==> src/rtl/pkt_buf_writer_if.sv <==
// RX beat stream and FIFO write port of the packet buffer ingress stage.
// The master is the stream source and FIFO model. The slave is pkt_buf_writer.
interface pkt_buf_writer_if;
    logic [63:0] in_data;
    logic        in_sop;
    logic        in_eop;
    logic [2:0]  in_empty;
    logic        in_err;
    logic        in_val;
    logic [79:0] wdata;
    logic        wval;
    logic [11:0] fifo_usedw;
    logic        fifo_full;

    modport master (
        output in_data, in_sop, in_eop, in_empty, in_err, in_val,
        output fifo_usedw, fifo_full,
        input  wdata, wval
    );

    modport slave (
        input  in_data, in_sop, in_eop, in_empty, in_err, in_val,
        input  fifo_usedw, fifo_full,
        output wdata, wval
    );
endinterface

==> src/rtl/pkt_buf_writer.sv <==
// Packs a non-stallable 64-bit RX stream into 80-bit FIFO words. It admits whole
// packets by worst-case space and ensures that every packet reaching the FIFO is framed.
module pkt_buf_writer #(
    parameter int DEPTH     = 2048,
    parameter int MAX_WORDS = 190,
    parameter int CNT_W     = 32
) (
    input  logic             clk,
    input  logic             xrst,
    pkt_buf_writer_if.slave  bus,
    output logic [CNT_W-1:0] pkt_cnt,
    output logic [CNT_W-1:0] drop_cnt
);
    localparam int BW = $clog2(MAX_WORDS + 1);

    typedef enum logic [1:0] {IDLE = 2'd0, PASS = 2'd1, DROP = 2'd2} state_t;

    state_t        state_r, state_raw_s, state_n_s;
    logic [BW-1:0] cnt_r, cnt_n_s;
    logic [79:0]   wdata_r;
    logic          wval_r;
    logic          wr_raw_s, pkt_raw_s, drop_raw_s;
    logic          wr_s, blk_s, pkt_inc_s, drop_inc_s;
    logic          sop_s, eop_s, err_s;
    logic [2:0]    empty_s;
    logic [12:0]   need_s;
    logic          adm_ok_s;

    // The +1 reserves the word that is still in flight in the output register
    assign need_s   = {1'b0, bus.fifo_usedw} + 13'(MAX_WORDS) + 13'd1;
    assign adm_ok_s = (need_s <= 13'(DEPTH));

    // Next-state and write decode for one input beat
    always_comb begin
        state_raw_s = state_r;
        cnt_n_s     = cnt_r;
        wr_raw_s    = 1'b0;
        pkt_raw_s   = 1'b0;
        drop_raw_s  = 1'b0;
        sop_s       = 1'b0;
        eop_s       = 1'b0;
        err_s       = 1'b0;
        empty_s     = 3'd0;
        if (bus.in_val) begin
            case (state_r)
                IDLE, DROP: begin
                    if (bus.in_sop) begin
                        if (adm_ok_s) begin
                            wr_raw_s = 1'b1;
                            sop_s    = 1'b1;
                            cnt_n_s  = BW'(1);
                            if (bus.in_eop) begin
                                eop_s       = 1'b1;
                                empty_s     = bus.in_empty;
                                err_s       = bus.in_err;
                                pkt_raw_s   = 1'b1;
                                state_raw_s = IDLE;
                            end else begin
                                state_raw_s = PASS;
                            end
                        end else begin
                            drop_raw_s  = 1'b1;
                            state_raw_s = bus.in_eop ? IDLE : DROP;
                        end
                    end else if (bus.in_eop) begin
                        state_raw_s = IDLE;
                    end else begin
                        state_raw_s = state_r;
                    end
                end
                PASS: begin
                    wr_raw_s = 1'b1;
                    if (bus.in_sop) begin
                        // A new SOP closes the unterminated packet and drops the new one
                        eop_s       = 1'b1;
                        err_s       = 1'b1;
                        pkt_raw_s   = 1'b1;
                        drop_raw_s  = 1'b1;
                        state_raw_s = bus.in_eop ? IDLE : DROP;
                    end else if (bus.in_eop) begin
                        eop_s       = 1'b1;
                        empty_s     = bus.in_empty;
                        err_s       = bus.in_err;
                        pkt_raw_s   = 1'b1;
                        state_raw_s = IDLE;
                    end else if (cnt_r + BW'(1) == BW'(MAX_WORDS)) begin
                        eop_s       = 1'b1;
                        err_s       = 1'b1;
                        pkt_raw_s   = 1'b1;
                        state_raw_s = DROP;
                    end else begin
                        cnt_n_s = cnt_r + BW'(1);
                    end
                end
                default: begin
                    state_raw_s = IDLE;
                end
            endcase
        end else begin
            state_raw_s = state_r;
        end
    end

    // A full FIFO suppresses the write and aborts the rest of the packet
    assign blk_s      = wr_raw_s & bus.fifo_full;
    assign wr_s       = wr_raw_s & ~bus.fifo_full;
    assign pkt_inc_s  = pkt_raw_s & ~blk_s;
    assign drop_inc_s = drop_raw_s | blk_s;
    assign state_n_s  = blk_s ? (bus.in_eop ? IDLE : DROP) : state_raw_s;

    // State, output word and saturating statistics registers
    always_ff @(posedge clk) begin
        if (!xrst) begin
            state_r  <= IDLE;
            cnt_r    <= BW'(0);
            wdata_r  <= 80'd0;
            wval_r   <= 1'b0;
            pkt_cnt  <= CNT_W'(0);
            drop_cnt <= CNT_W'(0);
        end else begin
            state_r <= state_n_s;
            cnt_r   <= cnt_n_s;
            wval_r  <= wr_s;
            if (wr_s) begin
                wdata_r <= {sop_s, eop_s, empty_s, err_s, 10'd0, bus.in_data};
            end
            if (pkt_inc_s && (pkt_cnt != {CNT_W{1'b1}})) begin
                pkt_cnt <= pkt_cnt + CNT_W'(1);
            end
            if (drop_inc_s && (drop_cnt != {CNT_W{1'b1}})) begin
                drop_cnt <= drop_cnt + CNT_W'(1);
            end
        end
    end

    assign bus.wdata = wdata_r;
    assign bus.wval  = wval_r;
endmodule
==> src/flat_wrapper.sv <==
// flat-port wrapper written by rule: the top's interface ports become plain ports
module pkt_buf_writer_flat 
#(
    parameter int DEPTH     = 2048,
    parameter int MAX_WORDS = 190,
    parameter int CNT_W     = 32
)
  (clk, xrst, pkt_cnt, drop_cnt, bus_in_data, bus_in_sop, bus_in_eop, bus_in_empty, bus_in_err, bus_in_val, bus_fifo_usedw, bus_fifo_full, bus_wdata, bus_wval);
  pkt_buf_writer_if bus_i ();
  input  logic clk;
  input  logic xrst;
  output logic [CNT_W-1:0] pkt_cnt;
  output logic [CNT_W-1:0] drop_cnt;
  input wire logic [$bits(bus_i.in_data)-1:0] bus_in_data;
  input wire logic [$bits(bus_i.in_sop)-1:0] bus_in_sop;
  input wire logic [$bits(bus_i.in_eop)-1:0] bus_in_eop;
  input wire logic [$bits(bus_i.in_empty)-1:0] bus_in_empty;
  input wire logic [$bits(bus_i.in_err)-1:0] bus_in_err;
  input wire logic [$bits(bus_i.in_val)-1:0] bus_in_val;
  input wire logic [$bits(bus_i.fifo_usedw)-1:0] bus_fifo_usedw;
  input wire logic [$bits(bus_i.fifo_full)-1:0] bus_fifo_full;
  output wire logic [$bits(bus_i.wdata)-1:0] bus_wdata;
  output wire logic [$bits(bus_i.wval)-1:0] bus_wval;
  assign bus_i.in_data = bus_in_data;
  assign bus_i.in_sop = bus_in_sop;
  assign bus_i.in_eop = bus_in_eop;
  assign bus_i.in_empty = bus_in_empty;
  assign bus_i.in_err = bus_in_err;
  assign bus_i.in_val = bus_in_val;
  assign bus_i.fifo_usedw = bus_fifo_usedw;
  assign bus_i.fifo_full = bus_fifo_full;
  assign bus_wdata = bus_i.wdata;
  assign bus_wval = bus_i.wval;
  pkt_buf_writer #(.DEPTH(DEPTH), .MAX_WORDS(MAX_WORDS), .CNT_W(CNT_W)) u_core (.clk(clk), .xrst(xrst), .bus(bus_i), .pkt_cnt(pkt_cnt), .drop_cnt(drop_cnt));
endmodule
==> config.mk <==
export PLATFORM = sky130hd
export DESIGN_NAME = pkt_buf_writer_flat
export DESIGN_NICKNAME = d
export VERILOG_FILES = /design/src/rtl/pkt_buf_writer_if.sv /design/src/rtl/pkt_buf_writer.sv /design/src/flat_wrapper.sv
export SDC_FILE = /design/constraint.sdc
export NUM_CORES = 1
export LEC_CHECK = 0
export ABC_CLOCK_PERIOD_IN_PS = 4100
export CAP_MARGIN = 20
export CORE_ASPECT_RATIO = 0.75
export CORE_MARGIN = 2
export CORE_UTILIZATION = 23
export CTS_BUF_LIST = sky130_fd_sc_hd__clkbuf_4
export DETAILED_ROUTE_END_ITERATION = 8
export PLACE_DENSITY_LB_ADDON = 0.08
export SKIP_CTS_REPAIR_TIMING = 1
export SLEW_MARGIN = 10
export SYNTH_ARGS = -nofsm -noshare
export SYNTH_HDL_FRONTEND = slang
export SYNTH_SLANG_ARGS = --single-unit
==> constraint.sdc <==
create_clock -name clk -period 4.1 [get_ports clk]
set_input_delay 0.82 -clock clk [delete_from_list [all_inputs] [get_ports clk]]
set_output_delay 0.82 -clock clk [all_outputs]
set_load 0.03 [all_outputs]
======== Word level (Yosys, flattened, before mapping) ========
Index checks and enable logic that the tools add are counted.
Widths: inputs -> output; s select.
word-level totals
  word-level logic and storage cells ...... 87
  register bits after elaboration ......... 145
  input port bits ......................... 86
  output and inout port bits .............. 145
operators by class
  mux-type cells .......................... 49
  add/subtract/negate cells ............... 5
  reductions and logical operators ........ 8
  order comparisons ....................... 1
  equality and inequality tests ........... 12
  bitwise operators ....................... 6
operators by type and width
  kind                   number
  $add 32x1->32 const B  2
  $ne 32x32->1 const B   2
  $mux 8                 5
  $mux 1                 23
  $mux 2                 9
  $pmux 8 s2             1
  $mux 3                 5
  $add 12x8->13 const B  1
  $add 13x1->13 const B  1
  $le 13x12->1 const B   1
  $add 8x1->8 const B    1
  $eq 8x8->1 const B     1
  $ne 2x2->1 const B     4
  $pmux 1 s2             4
  $reduce_and 7->1       1
  $pmux 3 s2             1
  $ne 5x3->1 const B     1
  $ne 4x3->1 const B     1
  $pmux 2 s2             1
  $reduce_bool 2->1      2
  $and 1x1->1            3
  $reduce_and 3->1       1
  $eq 2x1->1 const B     1
  $eq 2x2->1 const B     1
  6 further kinds        8

======== Longest topological paths before layout ========
Gate-level depths: netlist (run 1).
  depth in word-level cells ............... 11
  depth in mapped cells ................... 11
  gate-level depth less buffers ........... 9

======== Worst setup path before layout (run 1) ========
No wires, ideal clock.
  kind .................................... in2reg
  start point ............................. input port bus_fifo_usedw[1]
  end point ............................... register u_core.pkt_cnt[13]
  cell stages on the path ................. 8
  arrival time ............................ 2983 ps
  path slack .............................. 985 ps
  required time ........................... 3968 ps
  path buffers ............................ 1
  library setup time ...................... 132 ps
  path through ............................ or4_4 -> o31a_1 -> o31a_1 -> or2_2 -> clkbuf_1 -> nand2b_1 -> o41ai_1 -> a21oi_1
on the way
  longest elaborated chain between the ends .. 11
  elaborated cells on any way between the ends .. 15
  those cells by class .................... 2 x add/sub; 1 x order compare; 8 x mux; 3 x bitwise; 1 x reduce/logical
ends and longest elaborated chain
  element               line                   RTL
  from (decl)           flat_wrapper.sv:20     input wire logic [$bits(bus_i.fifo_usedw)-1:0] bus_fifo_usedw;
  $add 12x8->13 *       pkt_buf_writer.sv:30   assign need_s = {1'b0, bus.fifo_usedw} + 13'(MAX_WORDS) + 13'd1;
  $add 13x1->13 *       pkt_buf_writer.sv:30
  $le 13x12->1 *        pkt_buf_writer.sv:31   assign adm_ok_s = (need_s <= 13'(DEPTH));
  $mux 1                pkt_buf_writer.sv:48   if (adm_ok_s) begin
  $mux 1                pkt_buf_writer.sv:47   if (bus.in_sop) begin
  $pmux 1 s2            pkt_buf_writer.sv:45   case (state_r)
  $mux 1                pkt_buf_writer.sv:44   if (bus.in_val) begin
  $and 1x1->1           pkt_buf_writer.sv:105  assign blk_s = wr_raw_s & bus.fifo_full;
  $not 1->1             pkt_buf_writer.sv:107  assign pkt_inc_s = pkt_raw_s & ~blk_s;
  $and 1x1->1 *         pkt_buf_writer.sv:107
  $logic_and 1x1->1 *   pkt_buf_writer.sv:127  if (pkt_inc_s && (pkt_cnt != {CNT_W{1'b1}})) begin
  to (signal assigned)  pkt_buf_writer.sv:128  pkt_cnt <= pkt_cnt + CNT_W'(1);
  to (decl)             pkt_buf_writer.sv:11   output logic [CNT_W-1:0] pkt_cnt,
Every way passes the cells marked *; elsewhere a longest branch is shown, timed or not.
A chain may end at the register's enable or synchronous reset.

======== Worst setup path in the final report (run 1) ========
  start point ............................. input port bus_fifo_usedw[6]
  end point ............................... register u_core.pkt_cnt[5]
Same word-level chain as after synthesis.

==> out/metrics.csv, run 1 <==
metric;value;unit
H-tree lvl count;4;
YS warnings;0;
R2R Path End;u_core.pkt_cnt[5]$_SDFFE_PN0P_;
CTS tree;built;
Power per Cell Area;297;nW/um^2
outcome;completed;
Die Ht;149;um
vias per cell;4.57;
die extent in x;198;um
Routed WL;21900;um
HP Class;flip-flop to flip-flop;
Routed WL per cell;15.7;um
clock sinks;145;
Layout area overhead;44.9;%
RR Startpoint;u_core.cnt_r[0]$_SDFFE_PN0P_;
post-detailed-route count of antenna-violating nets;0;
GP Congestion;0.755;
GRT Overall Usage;14.8;%
RSZ-0062 raised after global routing;no;
Seq/Total Area, Yosys;44.7;%
Seq cells post-synth;145;
Peak Freq;298;MHz
initial antenna violation count;2;
Worst path max stage delay;0.92;ns
CP delay by family, top;compound AO/OA/AOI/OAI gates;
Avg Inst Size Synth;7.98;um^2
critical path type;primary input to flip-flop;
Die ar.;29600;um^2
cell count along the critical path;9;
DP Wirelength;15500;um
Num CTS Buffers;17;
Worst Path Max Fanout;8;
number of cells on the worst reg-to-reg path;9;
Slew @ Worst Pin;1.09;ns
GRT overflow;0;
Pwr Total;2.79;mW
vias in the first global route;5878;
Clock Path Buffers;2;
leakage power;2.96;nW
fill count;2991;
Final #Nets;1114;
final instance area;9400;um^2
Mapped Area;6490;um^2
Ports;231;
Clock Skew;0.0241;ns
Reg clk slew, reported paths;0.12;ns
Slew Viols, Final;0;
worst setup path startpoint;bus_fifo_usedw[6];
core box area;27900;um^2
Worst EP arrival;3.81;ns
clock latency at the later pin of the worst-skew pair;0.56;ns
Residual DRC;0;
Final Setup Violations;0;
FP Rows;53;
number of synthesized flops with an enable pin;0;
Mapped Cells;813;
fraction of registers with async set/reset;0;%
Buffers & Inverters on Critical Path;2;
area leader, netlist;dfxtp_1;
maxcap violations;0;
Hold Vio Cnt, Final;0;
Port Buffers;219;
Place WS;0.204;ns
Worst setup EP type;flip-flop;
worst relative slew slack;27.1;%
worst vdd ir;0.149;mV
post-place instance area;9090;um^2
critical path startpoint category;primary input;
ys flop type;dfxtp_1;
pin count of the biggest net entering global routing;67;
fin crit share;82.0;%
CP required;4.55;ns
final core occ;33.8;%
CP cell instances;clkdlybuf4s50_1, o2111a_1, o31a_1, o21ai_0, a221oi_1, nor3_1, buf_4, and3_1, mux2i_1;
layout cells sized above 1;6.27;%
Setup TNS;0;ns
crit path time final;3.36;ns
CP max-delay cell;a221oi_1;
Yosys top cell area share;44.7;%
Synth area leaders;dfxtp_1 45%, nand2_1 9.6%, a21oi_1 7.0%;
end of the critical path;u_core.pkt_cnt[5]$_SDFFE_PN0P_;
Initial Util;23.3;%
Yosys cell types;61;
global-route wire length before repair;33900;um
DRT Pass-1 Iters;5;
Worst R2R Setup Slack;0.93;ns
vias after detailed routing;6372;
initial DRC count;402;
Root Buffer;clkbuf_4;
final worst slack;0.739;ns
[cells by family (layout without fill, tap and decap cells)]
kind of cell | after synthesis | after routing | synth area share (%)
buffers and inverters | 70 | 284 | 4.92
DFF | 145 | 145 | 44.7
xor gates and xnor gates | 37 | 37 | 5.00
muxes | 4 | 4 | 0.636
AOI/OAI and AO/OA | 165 | 165 | 15.9
other | 1 | 12 | 0.0578
adders and majority gates | 4 | 4 | 0.771
and+or+nand+nor | 387 | 387 | 28.0
[area by class of cell]
| cell class | instances | area [um^2] | share of cell area [%] |
|---|---|---|---|
| antenna | 2 | 5.00 | 0.0532 |
| clock buffer | 19 | 143 | 1.52 |
| clock inverter | 12 | 166 | 1.77 |
| inverter | 14 | 55.1 | 0.586 |
| multi-input combinational | 607 | 3300 | 35.1 |
| sequential | 145 | 2900 | 30.9 |
| tap | 357 | 447 | 4.75 |
| timing repair buffer | 239 | 2380 | 25.3 |
[flip-flops by register name, summed over array words and instances (netlist names)]
register / flops
u_core.cnt_r: 8
u_core.bus.wval: 1
u_core.pkt_cnt: 32
u_core.bus.wdata: 70
u_core.state_r: 2
u_core.drop_cnt: 32
[per-layer routing]
| layer | track usage, % | up-vias | part of all wire, % |
|---|---|---|---|
| li1 | - | 3258 | - |
| met1 | 20.8 | 2935 | 49 |
| met2 | 20.5 | 161 | 42 |
| met3 | 5.84 | 16 | 8.2 |
| met4 | 4.29 | 2 | 1.3 |
| met5 | 0 | - | 0.059 |
[cells in the final DEF (no fill, tap or decap), types with 3 or more instances in the layout]
master and instances:
a21oi_1 91, a31oi_1 3, a32o_1 3, and2_1 6
and3_1 12, and4_1 5, buf_12 3, buf_4 17
bufinv_16 4, clkbuf_4 19, clkdlybuf4s50_1 219, clkinv_2 4
clkinvlp_4 3, conb_1 10, dfxtp_1 145, ha_1 4
inv_1 13, mux2i_1 3, nand2_1 165, nand2b_1 9
nand3_1 34, nand4_1 22, nor2_1 63, nor3_1 19
nor4_1 17, o211ai_1 9, o21ai_0 15, o31ai_1 11
or2_2 5, or3_1 13, or4_1 7, xnor2_1 35
[how the worst min path moves through the flow]
stage	depth (start not counted)	start	slack, ns	end
floorplan	1	u_core.cnt_r[7]$_SDFFE_PN0P_	0.44	u_core.cnt_r[7]$_SDFFE_PN0P_
global placement	2	u_core.bus.wdata[55]$_SDFFE_PN0P_	0.44	u_core.bus.wdata[55]$_SDFFE_PN0P_
detailed placement	2	u_core.bus.wdata[7]$_SDFFE_PN0P_	0.45	u_core.bus.wdata[7]$_SDFFE_PN0P_
CTS	2	u_core.bus.wdata[9]$_SDFFE_PN0P_	0.46	u_core.bus.wdata[9]$_SDFFE_PN0P_
global route	2	u_core.bus.wdata[36]$_SDFFE_PN0P_	0.48	u_core.bus.wdata[36]$_SDFFE_PN0P_
finish	2	u_core.bus.wdata[9]$_SDFFE_PN0P_	0.46	u_core.bus.wdata[9]$_SDFFE_PN0P_
[synth_stat cells (2+ instances only)]
master / n
nand4_1: 22
and3_1: 12
nand2_1: 166
or4_1: 7
and2_1: 7
o2111a_1: 2
nand3_1: 34
o22ai_1: 2
clkbuf_1: 35
o41ai_1: 2
o21a_1: 2
and4_1: 5
buf_2: 9
o31a_1: 2
or3_1: 13
or2_2: 5
a31oi_1: 3
o21ai_0: 15
xor2_1: 2
nor4b_1: 2
buf_4: 10
dfxtp_1: 145
nand3b_1: 2
a21oi_1: 91
xnor2_1: 35
a211oi_1: 2
nor4_1: 17
ha_1: 4
a32oi_1: 2
mux2i_1: 3
a32o_1: 3
nor2_1: 63
a21o_1: 2
o31ai_1: 11
nor3_1: 19
o211ai_1: 9
inv_1: 14
nand2b_1: 9
o21bai_1: 2
a221oi_1: 2
[report_power, final]
part,internal [mW],switching (mW)
registers,1.43,0.0131
clock network,0.487,0.557
logic,0.140,0.165
total,2.06,0.736
[worst min-delay path: stages (launching register included)]
cell,delay [ns]
dfxtp_1,0.33
nand2_1,0.05
a21oi_1,0.05
[stage by stage]
stage / hold slack (ns) / cells
after detailed placement: 0.447 / 1362
final: 0.459 / 1395
after global routing: 0.482 / 1395
after global placement: 0.442 / 1362
after floorplan: 0.440 / 822
after CTS: 0.464 / 1393
No activity file was read; power rests on OpenSTA's default activity.
==> run 2: changes to the inputs <==
- ABC_CLOCK_PERIOD_IN_PS: 4100 -> 3110
- clock period: 4.1 -> 3.11 ns (I/O delays scaled with it)
==> run 2 against run 1 <==
Sequential share of layout area fell by 0.69 points. Largest power group unchanged. Critical path type unchanged. Hold slack improved by 0.0016 ns. Clock skew is 0.0064 ns lower. Design area grew 2.3%. Highest routed layer unchanged. Final cell count up 2.2%.
==> out/metrics.csv, run 2 (same netlist as run 1, synthesis figures left out) <==
metric;value;unit;change
outcome;completed;;
DP Wirelength;16000;um;+3.1%
Die Ht;149;um;unchanged
Power per Cell Area;376;nW/um^2;+26%
Residual DRC;0;;unchanged
critical path type;primary input to flip-flop;;
Reg clk slew, reported paths;0.13;ns;about the same
Final Setup Violations;0;;unchanged
Hold Vio Cnt, Final;0;;unchanged
initial DRC count;285;;-29%
final instance area;9620;um^2;+2.3%
Routed WL per cell;15.5;um;-0.95%
fin crit share;95.5;%;
Clock Path Buffers;2;;unchanged
Worst setup EP type;flip-flop;;
maxcap violations;0;;unchanged
Layout area overhead;48.2;%;
CP required;3.59;ns;-0.96 ns
GRT Overall Usage;14.9;%;+0.18 points
GRT overflow;0;;unchanged
vias after detailed routing;6463;;+1.4%
layout cells sized above 1;8.72;%;+2.4 points
GP Congestion;0.778;;+3.0%
sw power;0.960;mW;+30%
Ports;231;;unchanged
Internal;2.65;mW;+29%
DRT Pass-1 Iters;4;;-1
Setup TNS;0;ns;unchanged
Worst EP arrival;3.45;ns;-0.36 ns
initial antenna violation count;3;;+1
HP Class;flip-flop to flip-flop;;
crit path time final;2.97;ns;
Worst Path Max Fanout;16;;+8
Final Non-Filler Cells;1426;;+2.2%
vias per cell;4.53;;-0.78%
FP Rows;53;;unchanged
pin count of the biggest net entering global routing;54;;-19%
most frequent cells in the layout;219 x clkdlybuf4s50_1, 165 x nand2_1, 145 x dfxtp_1, 91 x a21oi_1, 63 x nor2_1;;
Num CTS Buffers;17;;unchanged
commonest non-fill, non-tap cell in the layout;clkdlybuf4s50_1;;
Port Buffers;219;;unchanged
vias in the first global route;6072;;+3.3%
RSZ-0062 raised after global routing;no;;
die extent in x;198;um;unchanged
# placed instances;1392;;+2.2%
post-place instance area;9330;um^2;+2.6%
CTS tree;built;;
clock sinks;145;;unchanged
Place WS;-0.435;ns;-0.638 ns
final worst slack;0.139;ns;-0.600 ns
post-detailed-route count of antenna-violating nets;0;;unchanged
Initial Util;23.3;%;unchanged
worst relative slew slack;53.9;%;+27 points
Final #Nets;1144;;+2.7%
Peak Freq;337;MHz;
Pwr Total;3.61;mW;+29%
share of power burned in registers;52.7;%;+1.0 points
Root Buffer;clkbuf_4;;
Routed WL;22200;um;+1.3%
worst vdd ir;0.162;mV;+8.2%
Die ar.;29600;um^2;unchanged
switch share;26.6;%;+0.23 points
critical path startpoint category;primary input;;
final core occ;34.5;%;+0.77 points
Largest register FFs;70;;unchanged
worst hold margin;0.461;ns;+0.00157 ns
core box area;27900;um^2;unchanged
leakage power;3.10;nW;+4.7%
H-tree lvl count;4;;unchanged
global-route wire length before repair;34200;um;+1.1%
Slew Viols, Final;0;;unchanged
Clock Skew;0.0177;ns;-0.00636 ns
Slew @ Worst Pin;0.681;ns;-0.412 ns
Comb power frac;11.9;%;+1.0 points
clock latency at the later pin of the worst-skew pair;0.55;ns;about the same
Clock Power Share;35.4;%;-2.0 points
-- run 2: final cells by class --
type,count,area [um^2]
timing repair buffer,269,2620
antenna,2,5.00
multi-input combinational,607,3300
clock inverter,13,144
tap,357,447
sequential,145,2900
inverter,14,55.1
fill,2945,18200
clock buffer,19,143
-- run 2: path summary, 6_finish.rpt --
path | start | to | slack (ns) | depth (start not counted)
max | bus_fifo_usedw[1] | u_core.pkt_cnt[20]$_SDFFE_PN0P_ | 0.14 | 9
min | u_core.bus.wdata[29]$_SDFFE_PN0P_ | u_core.bus.wdata[29]$_SDFFE_PN0P_ | 0.46 | 2
max reg2reg | u_core.cnt_r[2]$_SDFFE_PN0P_ | u_core.pkt_cnt[20]$_SDFFE_PN0P_ | 0.42 | 8
min reg2reg | u_core.bus.wdata[29]$_SDFFE_PN0P_ | u_core.bus.wdata[29]$_SDFFE_PN0P_ | 0.46 | 2
-- run 2: power groups by stage --
stage	logic, mW	registers, mW	clock network [mW]
floorplan	0.148	1.99	0
global placement	0.434	1.94	0
detailed placement	0.433	1.94	0
CTS	0.434	1.90	1.36
global route	0.464	1.91	1.44
finish	0.429	1.90	1.28
-- run 2: critical path, stage by stage --
cell             delay [ns]
clkdlybuf4s50_1        0.40
or4_4                  0.56
o31a_1                 0.27
o31a_1                 0.29
a2111oi_4              0.36
nand2_2                0.27
buf_4                  0.23
nor4_1                 0.23
mux2i_1                0.22
-- run 2: per-layer routing --
layer	wire, um	track usage, %	up-vias	share of wire (%)
met3	1550	5.84	18	7.0
li1	-	-	3315	-
met5	16	0	-	0.072
met2	9040	20.4	146	41
met4	352	4.66	2	1.6
met1	11200	21.2	2982	51
==> run 3: changes to the inputs <==
- CELL_PAD_IN_SITES_DETAIL_PLACEMENT: unset -> 0
- CELL_PAD_IN_SITES_GLOBAL_PLACEMENT: unset -> 1
- TNS_END_PERCENT: unset -> 1
==> run 3 against run 2 <==
Register-to-register slack got worse by 0.13 ns. Utilization increased by 0.52 points. Final cell count increased by 0.56%. Via count increased by 1.4%. Design area increased by 1.5%. Critical path type unchanged. Largest cell class unchanged. Highest routed layer is now met4.
==> out/metrics.csv, run 3 (same netlist as run 1, synthesis figures left out) <==
metric;value;unit;change
commonest non-fill, non-tap cell in the layout;clkdlybuf4s50_1;;
Port Buffers;219;;unchanged
Largest register FFs;70;;unchanged
Residual DRC;0;;unchanged
H-tree lvl count;4;;unchanged
Ports;231;;unchanged
worst vdd ir;0.241;mV;+49%
outcome;completed;;
crit path time final;3.09;ns;+0.116 ns
Layout area overhead;50.5;%;
Reg clk slew, reported paths;0.12;ns;about the same
Power per Cell Area;390;nW/um^2;+3.8%
worst hold margin;0.460;ns;-0.000162 ns
Final #Nets;1153;;+0.79%
layout cells sized above 1;9.57;%;+0.86 points
Die Ht;149;um;unchanged
Final Setup Violations;0;;unchanged
Hold Path End;u_core.bus.wdata[18]$_SDFFE_PN0P_;;
Die ar.;29600;um^2;unchanged
Routed WL;23000;um;+3.7%
R2R Path End;u_core.pkt_cnt[26]$_SDFFE_PN0P_;;
Clock Path Buffers;2;;unchanged
vias in the first global route;6181;;+1.8%
DP Wirelength;16900;um;+5.8%
number of cells on the worst reg-to-reg path;8;;unchanged
FP Rows;53;;unchanged
worst relative slew slack;43.9;%;-9.9 points
initial antenna violation count;2;;-1
Hold Vio Cnt, Final;0;;unchanged
Setup TNS;0;ns;unchanged
critical path type;primary input to flip-flop;;
global-route wire length before repair;35700;um;+4.2%
Pwr Total;3.81;mW;+5.4%
leakage power;3.17;nW;+2.5%
vias after detailed routing;6555;;+1.4%
Slew @ Worst Pin;0.828;ns;+0.146 ns
Worst EP arrival;3.57;ns;+0.12 ns
Place WS;-0.494;ns;-0.0593 ns
critical path startpoint category;primary input;;
maxcap violations;0;;unchanged
clock sinks;145;;unchanged
initial DRC count;288;;+1.1%
Initial Util;23.3;%;unchanged
WHS Path Cells;2;;unchanged
Num CTS Buffers;17;;unchanged
vias per cell;4.57;;+0.86%
Worst Path Max Fanout;8;;-8
DRT Pass-1 Iters;5;;+1
most frequent cells in the layout;219 x clkdlybuf4s50_1, 165 x nand2_1, 145 x dfxtp_1, 91 x a21oi_1, 63 x nor2_1;;
core box area;27900;um^2;unchanged
Slew Viols, Final;0;;unchanged
min-delay src;u_core.bus.wdata[18]$_SDFFE_PN0P_;;
GRT overflow;0;;unchanged
Root Buffer;clkbuf_4;;
pin count of the biggest net entering global routing;65;;+20%
GP Congestion;0.766;;-1.6%
die extent in x;198;um;unchanged
CTS tree;built;;
HP Class;flip-flop to flip-flop;;
Routed WL per cell;16.0;um;+3.1%
RR Startpoint;u_core.cnt_r[3]$_SDFFE_PN0P_;;
fin crit share;99.2;%;+3.7 points
CP required;3.60;ns;about the same
post-detailed-route count of antenna-violating nets;0;;unchanged
clock latency at the later pin of the worst-skew pair;0.57;ns;+0.02 ns
Worst setup EP type;flip-flop;;
final core occ;35.0;%;+0.52 points
Peak Freq;324;MHz;-3.7%
Worst R2R Setup Slack;0.29;ns;-0.13 ns
final worst slack;0.0236;ns;-0.116 ns
GRT Overall Usage;15.6;%;+0.62 points
Clock Skew;0.0241;ns;+0.00631 ns
==> run 3: cell count changes in the layout (fill, tap and decap cells not counted), sizes merged <==
cell,before,now
buf,50,59
bufinv,3,5
clkinv,8,7
clkinvlp,2,1
diode,2,1
==> run 3: area by class of cell <==
cell class	count	area (um^2)
fillers	2965	18100
multi-input cells	607	3310
flip-flops and latches	145	2900
repair buffers	278	2710
well taps	357	447
clock inverters	13	191
clock buffers	19	143
inverters	14	55.1
diodes	1	2.50
==> run 3: worst max path at each step <==
| stage | from | to | slack (ns) | depth (start not counted) |
|---|---|---|---|---|
| floorplan | bus_fifo_usedw[1] | u_core.pkt_cnt[13]$_SDFFE_PN0P_ | 0.19 | 8 |
| CTS | bus_fifo_usedw[1] | u_core.pkt_cnt[26]$_SDFFE_PN0P_ | 0.13 | 9 |
| global route | bus_fifo_usedw[1] | u_core.pkt_cnt[14]$_SDFFE_PN0P_ | -0.04 | 10 |
| finish | bus_fifo_usedw[1] | u_core.pkt_cnt[26]$_SDFFE_PN0P_ | 0.02 | 10 |
| detailed placement | bus_fifo_usedw[1] | u_core.pkt_cnt[12]$_SDFFE_PN0P_ | -0.49 | 9 |
| global placement | bus_fifo_usedw[1] | u_core.pkt_cnt[28]$_SDFFE_PN0P_ | -0.45 | 9 |
==> run 3: worst max-delay path, stage by stage <==
cell,delay [ns]
clkdlybuf4s50_1,0.40
or4_4,0.56
o31a_1,0.31
buf_4,0.17
o21ai_0,0.35
a221o_1,0.27
nand2_2,0.14
buf_4,0.20
or4_1,0.40
a21oi_1,0.15
==> run 3: metal layers <==
layer / part of all wire [%] / GRT usage [%] / wire length [um]
met5: 0 / 0 / 0
met4: 0.96 / 3.98 / 221
met3: 8.6 / 6.78 / 1970
met2: 43 / 22.2 / 9790
met1: 48 / 21.3 / 11000
==> run 3: power by group <==
part | internal [mW] | switching, mW
combinational | 0.215 | 0.224
sequential | 1.88 | 0.0178
clock | 0.724 | 0.739
==> run 3: metrics by stage <==
step / std cells / area (um^2)
CTS: 1433 / 9750
global route: 1434 / 9760
floorplan: 822 / 6520
global placement: 1401 / 9420
finish: 1434 / 9760
detailed placement: 1401 / 9420
